### src/rtl/serial_sub_pkg.sv
// Shared constants for the bit-serial subtractor: FSM encodings and default width.
package serial_sub_pkg;

    localparam int SS_WIDTH_DEFAULT = 4;

    localparam logic [1:0] ST_IDLE  = 2'd0;
    localparam logic [1:0] ST_SHIFT = 2'd1;
    localparam logic [1:0] ST_DONE  = 2'd2;

endpackage

### src/rtl/serial_subtractor_full_subtractor.sv
// Gate-level full subtractor built from two half subtractors,
// mirroring the half/full adder split of the ripple-carry adder.
module half_subtractor (
    output logic d,
    output logic bo,
    input  logic x,
    input  logic y
);

    logic w_nx;

    xor g_d  (d, x, y);
    not g_nx (w_nx, x);
    and g_bo (bo, w_nx, y);

endmodule

module full_subtractor (
    output logic d,
    output logic bo,
    input  logic x,
    input  logic y,
    input  logic bi
);

    logic w_d0;
    logic w_b0;
    logic w_b1;

    half_subtractor u_hs0 (
        .d  (w_d0),
        .bo (w_b0),
        .x  (x),
        .y  (y)
    );

    half_subtractor u_hs1 (
        .d  (d),
        .bo (w_b1),
        .x  (w_d0),
        .y  (bi)
    );

    or g_bo (bo, w_b0, w_b1);

endmodule

### src/rtl/serial_subtractor.sv
// Bit-serial a - b - bin, LSB first, one full-subtractor slice plus borrow flop.
// Define SERIAL_SUB_SIGNED_EN to add the signed-overflow output ovf.
module serial_subtractor
    import serial_sub_pkg::*;
#(
    parameter int WIDTH = SS_WIDTH_DEFAULT
) (
    input  logic             clk,
    input  logic             rst,
    input  logic             start,
    input  logic [WIDTH-1:0] a,
    input  logic [WIDTH-1:0] b,
    input  logic             bin,
    output logic             busy,
    output logic             done,
    output logic [WIDTH-1:0] diff,
    output logic             bout,
    output logic             zero
`ifdef SERIAL_SUB_SIGNED_EN
    ,
    output logic             ovf
`endif
);

    localparam int CW = (WIDTH > 1) ? $clog2(WIDTH) : 1;
    localparam logic [CW-1:0] LAST = CW'(WIDTH - 1);

    logic [1:0]       r_state;
    logic [CW-1:0]    r_cnt;
    logic [WIDTH-1:0] r_a_sh;
    logic [WIDTH-1:0] r_b_sh;
    logic             r_br;
`ifdef SERIAL_SUB_SIGNED_EN
    logic             r_sa;
    logic             r_sb;
`endif

    logic             w_d;
    logic             w_bo;
    logic             w_last;
    logic [WIDTH-1:0] w_res;

    full_subtractor u_fs (
        .d  (w_d),
        .bo (w_bo),
        .x  (r_a_sh[0]),
        .y  (r_b_sh[0]),
        .bi (r_br)
    );

    // Minuend bits retire from the LSB while difference bits enter at the
    // MSB, so after WIDTH shifts this register holds the full result.
    assign w_res  = {w_d, r_a_sh[WIDTH-1:1]};
    assign w_last = (r_cnt == LAST);
    assign busy   = (r_state == ST_SHIFT);
    assign done   = (r_state == ST_DONE);

    always_ff @(posedge clk or posedge rst) begin
        if (rst) begin
            r_state <= ST_IDLE;
            r_cnt   <= '0;
            r_a_sh  <= '0;
            r_b_sh  <= '0;
            r_br    <= 1'b0;
            diff    <= '0;
            bout    <= 1'b0;
            zero    <= 1'b0;
`ifdef SERIAL_SUB_SIGNED_EN
            r_sa    <= 1'b0;
            r_sb    <= 1'b0;
            ovf     <= 1'b0;
`endif
        end else begin
            unique case (r_state)
                ST_IDLE, ST_DONE: begin
                    if (start) begin
                        r_a_sh  <= a;
                        r_b_sh  <= b;
                        r_br    <= bin;
                        r_cnt   <= '0;
                        r_state <= ST_SHIFT;
`ifdef SERIAL_SUB_SIGNED_EN
                        r_sa    <= a[WIDTH-1];
                        r_sb    <= b[WIDTH-1];
`endif
                    end else begin
                        r_state <= ST_IDLE;
                    end
                end
                ST_SHIFT: begin
                    r_a_sh <= w_res;
                    r_b_sh <= {1'b0, r_b_sh[WIDTH-1:1]};
                    r_br   <= w_bo;
                    r_cnt  <= r_cnt + CW'(1);
                    if (w_last) begin
                        r_state <= ST_DONE;
                        diff    <= w_res;
                        bout    <= w_bo;
                        zero    <= (w_res == '0);
`ifdef SERIAL_SUB_SIGNED_EN
                        ovf     <= (r_sa != r_sb) && (w_d != r_sa);
`endif
                    end
                end
                default: r_state <= ST_IDLE;
            endcase
        end
    end

endmodule

### config.mk
export PLATFORM = sky130hd
export DESIGN_NAME = serial_subtractor
export DESIGN_NICKNAME = d
export VERILOG_FILES = /design/src/rtl/serial_sub_pkg.sv /design/src/rtl/serial_subtractor_full_subtractor.sv /design/src/rtl/serial_subtractor.sv
export SDC_FILE = /design/constraint.sdc
export NUM_CORES = 1
export LEC_CHECK = 0
export ABC_AREA = 1
export CAP_MARGIN = 25
export CELL_PAD_IN_SITES_DETAIL_PLACEMENT = 1
export CELL_PAD_IN_SITES_GLOBAL_PLACEMENT = 1
export CORE_MARGIN = 2
export CORE_UTILIZATION = 33
export DETAILED_ROUTE_END_ITERATION = 10
export PLACE_DENSITY_LB_ADDON = 0.1
export SKIP_LAST_GASP = 1
export SYNTH_ARGS = -nofsm -noshare
export SYNTH_HDL_FRONTEND = slang
export SYNTH_SLANG_ARGS = --single-unit
export TNS_END_PERCENT = 30
### constraint.sdc
create_clock -name clk -period 1.2 [get_ports clk]
set_input_delay 0.3 -clock clk [delete_from_list [all_inputs] [get_ports clk]]
set_output_delay 0.3 -clock clk [all_outputs]
set_load 0.05 [all_outputs]
Word level (Yosys, flattened, before mapping) --
Cells that the tools add are included.
Storage, ports and cells: logic and storage cells 38, output and inout bits 8, bits in latches 0, memories kept 0, bits in read-only memories 0, register bits 19, RAM bits 0, input port bits 12
Operators by class: shift operators 0, muxes and demuxes 11, div/mod/pow operators 0, $add $sub $neg 1, multiply operators 0, bitwise gates (word level) 7, reduce and logical (&&, ||, !) cells 6, equal/unequal tests 5, order comparisons 0
Operator list (count):
- 4-bit case mux with 2 select lines | 2
- 4-bit two-way mux | 2
- 2-bit case mux with 2 select lines | 2
- 2-bit == test, second input constant | 2
- 4-bit zero test | 1
- 2-bit two-way mux | 2
- 2-bit AND reduction | 2
- 2-bit by 1-bit adder with 2-bit output, second input constant | 1
- 1-bit AND | 2
- 2-bit by 1-bit == test with 1-bit output, second input constant | 1
- 2-bit zero test | 1
- 1-bit two-way mux | 2
- 2-bit by 1-bit != test with 1-bit output, second input constant | 1
- 2-bit != test, second input constant | 1
- 1-bit inverter | 2
- 1-bit case mux with 2 select lines | 1
- 2-bit nonzero test | 1
- 2-bit OR reduction | 1
- 1-bit bitwise XOR | 2
- 1-bit bitwise OR | 1

Depth between registers and ports, before layout --
Gate-level depths: netlist of the first run.
depth in word-level cells 5, depth in mapped cells 7, mapped depth without buffers 7

Cells and area by module --
From an unflattened synthesis of the first run, not the netlist that was laid out.
Unflattened totals: cells, all modules 123, area total of the unflattened synthesis 998.5 µm²
By module, submodules not included:
- serial_subtractor | area an instance 947.2 µm², cells an instance 114, times used 1, sequential area each 475.5 µm²
- half_subtractor | area an instance 20.0 µm², cells an instance 3, times used 2, sequential area each 0.0 µm²
- full_subtractor | area an instance 11.3 µm², cells an instance 3, times used 1, sequential area each 0.0 µm²

Least setup slack after synthesis of the first run --
Ideal clock, no wire load.
kind register to output, start register r_state[0], end output done, buffers on the path 1, slack -0.280 ns, stages on the path, launching flop included 3, data required time 0.900 ns, arrival 1.180 ns, cells stage by stage dfrtp_1 -> buf_6 -> nor2_1
On the way: longest elaborated chain between the ends 1
Ends and longest elaborated chain:
- from (decl) | line serial_subtractor.sv:28 | logic [1:0] r_state;
- from (signal assigned) | line serial_subtractor.sv:60 | r_state <= ST_IDLE;
- from (signal assigned) | line serial_subtractor.sv:81 | r_state <= ST_SHIFT;
- from (signal assigned) | line serial_subtractor.sv:87 | r_state <= ST_IDLE;
- 2-bit == test | line serial_subtractor.sv:56 | assign done = (r_state == ST_DONE);
- to (decl) | line serial_subtractor.sv:15 | output logic done,
Every way passes these cells.

Worst setup path after layout of the first run --
Ends and elaborated chain as after synthesis.

==> results of run 1 <==
-- logic make-up (layout without fill, tap and decap cells) --
group           after synthesis  in the layout
compound gates                9              9
fa+ha+maj                     2              2
buf+inv                      25             57
flops                        19             19
simple gates                 60             60
-- routing by layer --
metal | track usage | up-vias | share of wire
met1 | 0.1846 | 382 | 0.44
met5 | 0 | - | 0
met3 | 0.02232 | 4 | 0.041
met2 | 0.2857 | 19 | 0.50
li1 | - | 412 | -
met4 | 0.05980 | 0 | 0.015
-- Yosys cell counts --
master / count / area share
nand2_1: 36 / 0.14
inv_1: 21 / 0.081
dfrtp_1: 19 / 0.49
nand3_1: 16 / 0.083
nor2_1: 5 / 0.019
o21ai_2: 5 / 0.045
buf_6: 2 / 0.023
inv_4: 2 / 0.013
o21ai_0: 2 / 0.010
a21oi_1: 1 / 0.0052
fa_1: 1 / 0.021
ha_1: 1 / 0.013
nand2_4: 1 / 0.012
nand2_8: 1 / 0.021
nand3_4: 1 / 0.018
o21ai_1: 1 / 0.0052
-- power by group through the flow --
| stage | clock, uW | combinational, uW | sequential, uW |
|---|---|---|---|
| 2_1_floorplan | 0 | 1400 | 1430 |
| 3_5_place_dp | 0 | 2640 | 1220 |
| 3_3_place_gp | 0 | 2580 | 1210 |
| 5_1_grt | 391 | 3130 | 1270 |
| 6_report | 348 | 2840 | 1220 |
| 4_1_cts | 348 | 2690 | 1220 |
-- final cells by class --
cell class	instances	area, um^2	area share
clock buffer	3	22.52	0.01572
clock inverter	1	5.005	0.003493
inverter	23	98.84	0.06900
multi-input combinational	71	412.9	0.2882
sequential	19	476.7	0.3328
tap	31	38.79	0.02707
timing repair buffer	30	377.9	0.2638
-- state kept, by name, indices dropped and copies added, names as in the netlist --
| name | count |
|---|---|
| r_a_sh | 4 |
| bout | 1 |
| r_state | 2 |
| r_b_sh | 4 |
| r_cnt | 2 |
| diff | 4 |
| r_br | 1 |
| zero | 1 |
-- worst max-delay path, stage by stage (launching register included) --
cell and delay (ns):
dfrtp_1 0.44, buf_12 0.14, nor2_4 0.09, buf_12 0.14
-- stage by stage --
stage	total power, uW	instances	cell area [um^2]	utilization	worst slack (ns)
final	4407	178	1433	0.5151	-0.2165
after global routing	4792	178	1433	0.5151	-0.2748
after CTS	4255	174	1379	0.4957	-0.2249
after detailed placement	3858	169	1335	0.4800	-0.1870
after global placement	3785	169	1335	0.4800	-0.1609
after floorplan	2826	115	978.4	-	-0.04829
-- path summary, 6_finish.rpt --
kind	slack [ns]	to	startpoint	cells past startpoint
max	-0.22	done	r_state[0]$_DFFE_PP0P_	3
min	0.29	r_b_sh[3]$_DFFE_PP0P_	rst	3
max reg2reg	-0.11	r_a_sh[3]$_DFFE_PP0P_	r_b_sh[0]$_DFFE_PP0P_	6
min reg2reg	0.49	r_b_sh[2]$_DFFE_PP0P_	r_b_sh[2]$_DFFE_PP0P_	2
max in group asynchronous	0.75	r_state[1]$_DFFE_PP0P_	rst	3
min in group clk	0.49	r_b_sh[2]$_DFFE_PP0P_	r_b_sh[2]$_DFFE_PP0P_	2
-- timing repair --
action / in CTS / in global routing
gates resized for setup: 3 / 10
setup endpoints to repair: 9 / 25
pin swaps: 1 / 3
buffers inserted: 1 / 4
==> flow_metrics.tcl, run 1 <==
set metrics [dict create \
    p_int_uw 2317 \
    fin_nets 162 \
    critPathMaxFanout 2 \
    drv_slew 0 \
    ys_seq_area_frac 0.4910 \
    via_per_inst 4.590 \
    hp-class "input pin to async pin" \
    pwr-share-clk 0.079 \
    grt_pass1_vias 859 \
    powerDensity_mw_per_mm2 3076 \
    wirelength_mm 2.283 \
    synth_top_family_by_area "simple AND/OR/NAND/NOR gates" \
    grt_pass1_wl_mm 3.981 \
    tightest_slew_ns 0.2083 \
    ioPinCount 20 \
    combPwrFrac 0.644 \
    drc_errors 0 \
    gp_congestion 0.7044 \
    fin_ws_ns -0.2165 \
    drt_iter0_markers 15 \
    rsz0062_at_grt "yes" \
    power_leakage_uw 0.0007318 \
    antenna_cells 0 \
    criticalPathCategory "register to output pin" \
    portBuffers 19 \
    avgSynthCellArea_um2 8.421 \
    grt-ovfl-total 0 \
    slew_headroom 0.8611 \
    fmax_mhz 706.0 \
    timing_hold_violations_final 0 \
    cp.arrival_ns 1.12 \
    status "complete, but fails checks" \
    synth_fa_ha_area_frac 0.03359 \
    switching_share 0.4741 \
    tritoncts "yes" \
    worst_hold_slack_ns 0.2946 \
    seq_power_share 0.277 \
    drv_cap 0 \
    ys_types 16 \
    htreeDepth 1 \
    postRouteAntennaNets 0 \
    core_area_mm2 0.002781 \
    dr.pass1.iters 4 \
    insertion_delay_ns 0.31 \
    layout_commonest_cell "nand2_1" \
    ys_warn_count 0 \
    vdd_drop_max_mv 1.607 \
    wl_per_cell_um 12.83 \
    violations "negative setup slack" \
    end_kind "output pin" \
    syn_area_um2 968.4 \
    cp-start-kind "register" \
    fin_skew_ns 0.01015 \
    p_switching_uw 2089 \
    ys_seq_elements 19 \
    synthMuxAreaShare 0 \
    cts_root_buf "clkbuf_4" \
    fin_crit_ns 1.417 \
    synthXorXnorAreaFrac 0 \
    min_period_over_period 1.180 \
    critPathRequiredTime_ns 0.90 \
    dp_hpwl_mm 1.656 \
    setup_tns_ns -1.326 \
    cts_hold_buf 0 \
    die_w_um 58.17 \
    rows 19 \
    synth_compound_area_frac 0.06589 \
    fp.dieArea_mm2 0.003384 \
    antenna_found_initial 0 \
    cts_buffer_depth 2 \
    vias 817 \
    grt_max_degree 20 \
    drive_gt1_frac 0.2857 \
    dieHeight_um 58.17 \
    fill_cells 331 \
    cts_made_buffers 3 \
    layout_common_cells "nand2_1 (36), dfrtp_1 (18), inv_1 (17)" \
    setup_viol 22 \
    clkTransAtPathRegs_ns 0.12 \
    start_util 0.3482 \
    grt_usage 0.1568 \
    postSynthCellCount 115 \
    cts.sinks 19 \
    synthSimpleGateAreaFrac 0.2920 \
    synthesis.nets 129 \
    area_delta_synth_final_pct 47.93 \
]
No activity file was read; power rests on OpenSTA's default activity.
==> run 2: changes to the inputs <==
Settings changed: CORE_MARGIN 2 to default.
==> flow_metrics.tcl, run 2 (same netlist as run 1, synthesis figures left out) <==
set metrics [dict create \
    status "complete, but fails checks" \
    violations "negative setup slack" \
    cts_hold_buf 0 \
    dr.pass1.iters 4 \
    cts.sinks 19 \
    antenna_found_initial 0 \
    tightest_slew_ns 0.2860 \
    end_kind "output pin" \
    postRouteAntennaNets 0 \
    grt_pass1_wl_mm 4.367 \
    fin_nets 168 \
    start_util 0.3512 \
    cp_cell_sequence "inv_2 -> nor2_4 -> buf_12" \
    fin_crit_ns 1.386 \
    slew_headroom 0.8088 \
    dieHeight_um 56.17 \
    insertion_delay_ns 0.31 \
    core_area_mm2 0.002758 \
    ioPinCount 20 \
    drv_cap 0 \
    rsz0062_at_grt "yes" \
    crit_buf_inv 2 \
    layout_commonest_cell "nand2_1" \
    htreeDepth 1 \
    grt_max_degree 20 \
    cpPeakStageDelay_ns 0.44 \
    portBuffers 19 \
    timing_hold_violations_final 0 \
    via_per_inst 4.766 \
    worst_hold_slack_ns 0.2854 \
    r2r_cells 6 \
    cts_made_buffers 3 \
    cts_buffer_depth 2 \
    power_leakage_uw 0.0007604 \
    slowest_stage "dfrtp_2" \
    cts_root_buf "clkbuf_4" \
    clkTransAtPathRegs_ns 0.13 \
    wl_per_cell_um 14.12 \
    fin_util 0.5436 \
    cp.arrival_ns 1.09 \
    critPathMaxFanout 4 \
    fin_ws_ns -0.1861 \
    fill_cells 321 \
    vdd_drop_max_mv 1.817 \
    post_dp_cell_area_mm2 0.001353 \
    drive_gt1_frac 0.3333 \
    vias 877 \
    fin_area_mm2 0.001499 \
    fin_skew_ns 0.01804 \
    r2r_end "r_a_sh[3]$_DFFE_PP0P_" \
    tritoncts "yes" \
    reg_top3 "diff (4), r_a_sh (4), r_b_sh (4)" \
    setup_viol 12 \
    grt_usage 0.1806 \
    critPathTopFamily "flip-flops" \
    grt_pass1_vias 912 \
    fp.dieArea_mm2 0.003155 \
    wirelength_mm 2.598 \
    die_w_um 56.17 \
    timing.rr.start "r_br$_DFFE_PP0P_" \
    power_uw 4717 \
    rrSetupSlack_ns -0.13 \
    hp-class "input pin to async pin" \
    drt_iter0_markers 11 \
    area_delta_synth_final_pct 54.78 \
    gp_congestion 0.6995 \
    critPathRequiredTime_ns 0.90 \
    criticalPathCategory "register to output pin" \
    drv_slew 0 \
    antenna_cells 0 \
    post-place-ws_ns -0.1842 \
    powerDensity_mw_per_mm2 3147 \
    min_period_over_period 1.155 \
    grt-ovfl-total 0 \
    layout_common_cells "nand2_1 (35), inv_1 (17), dfrtp_1 (17)" \
    cp-start-kind "register" \
    fmax_mhz 721.5 \
    dp_hpwl_mm 1.636 \
    rows 19 \
    drc_errors 0 \
]
==> run 2: stage by stage <==
stage / TNS (ns) / cells
after floorplan: -0.05134 / 115
after global placement: -1.509 / 173
after detailed placement: -1.764 / 173
after CTS: -0.6957 / 182
after global routing: -1.744 / 184
final: -0.6985 / 184
==> run 2: timing repair <==
action / 4_1_cts / 5_1_grt
setup endpoints to repair: 16 / 25
pin swaps: 4 / 6
cloned: 3 / 1
resized for setup: 14 / 5
buffers inserted: 2 / 1
==> run 2: final cells by class <==
| type | instances | area (um^2) | area share |
|---|---|---|---|
| Multi-Input combinational cell | 74 | 457.9 | 0.3055 |
| Clock buffer | 3 | 22.52 | 0.01503 |
| Sequential cell | 19 | 478.0 | 0.3189 |
| Clock inverter | 1 | 5.005 | 0.003339 |
| Tap cell | 31 | 38.79 | 0.02588 |
| Timing Repair inverter | 1 | 6.256 | 0.004174 |
| Inverter | 23 | 98.84 | 0.06594 |
| Timing Repair Buffer | 32 | 391.6 | 0.2613 |
==> run 2: worst register-to-register path, delay by kind of cell, from the launching register on <==
kind | cells | cell delay [ns]
adders and majority gates | 1 | 0.53
buffers and inverters | 2 | 0.16
DFF | 1 | 0.39
and+or+nand+nor | 3 | 0.18
==> run 2: report_power, final <==
part / switching, uW / internal (uW)
clock: 221 / 124
sequential: 277 / 962
combinational: 1770 / 1360
total: 2270 / 2450
==> run 2: worst max-delay path by stage <==
stage | from | to | slack [ns] | cells past startpoint
finish | r_state[0]$_DFFE_PP0P_ | busy | -0.19 | 3
detailed placement | start | r_cnt[1]$_DFFE_PP0P_ | -0.18 | 6
global placement | start | r_b_sh[2]$_DFFE_PP0P_ | -0.16 | 6
CTS | r_state[0]$_DFFE_PP0P_ | busy | -0.20 | 3
global route | r_state[0]$_DFFE_PP0P_ | busy | -0.26 | 3
floorplan | r_br$_DFFE_PP0P_ | r_a_sh[3]$_DFFE_PP0P_ | -0.05 | 6
==> run 2: metal layers <==
layer	track usage	wire length (um)	vias up
met4	0.07317	26	0
met2	0.2976	1408	16
met1	0.2393	1086	419
met5	0	0	-
li1	-	-	438
met3	0.02326	77	4
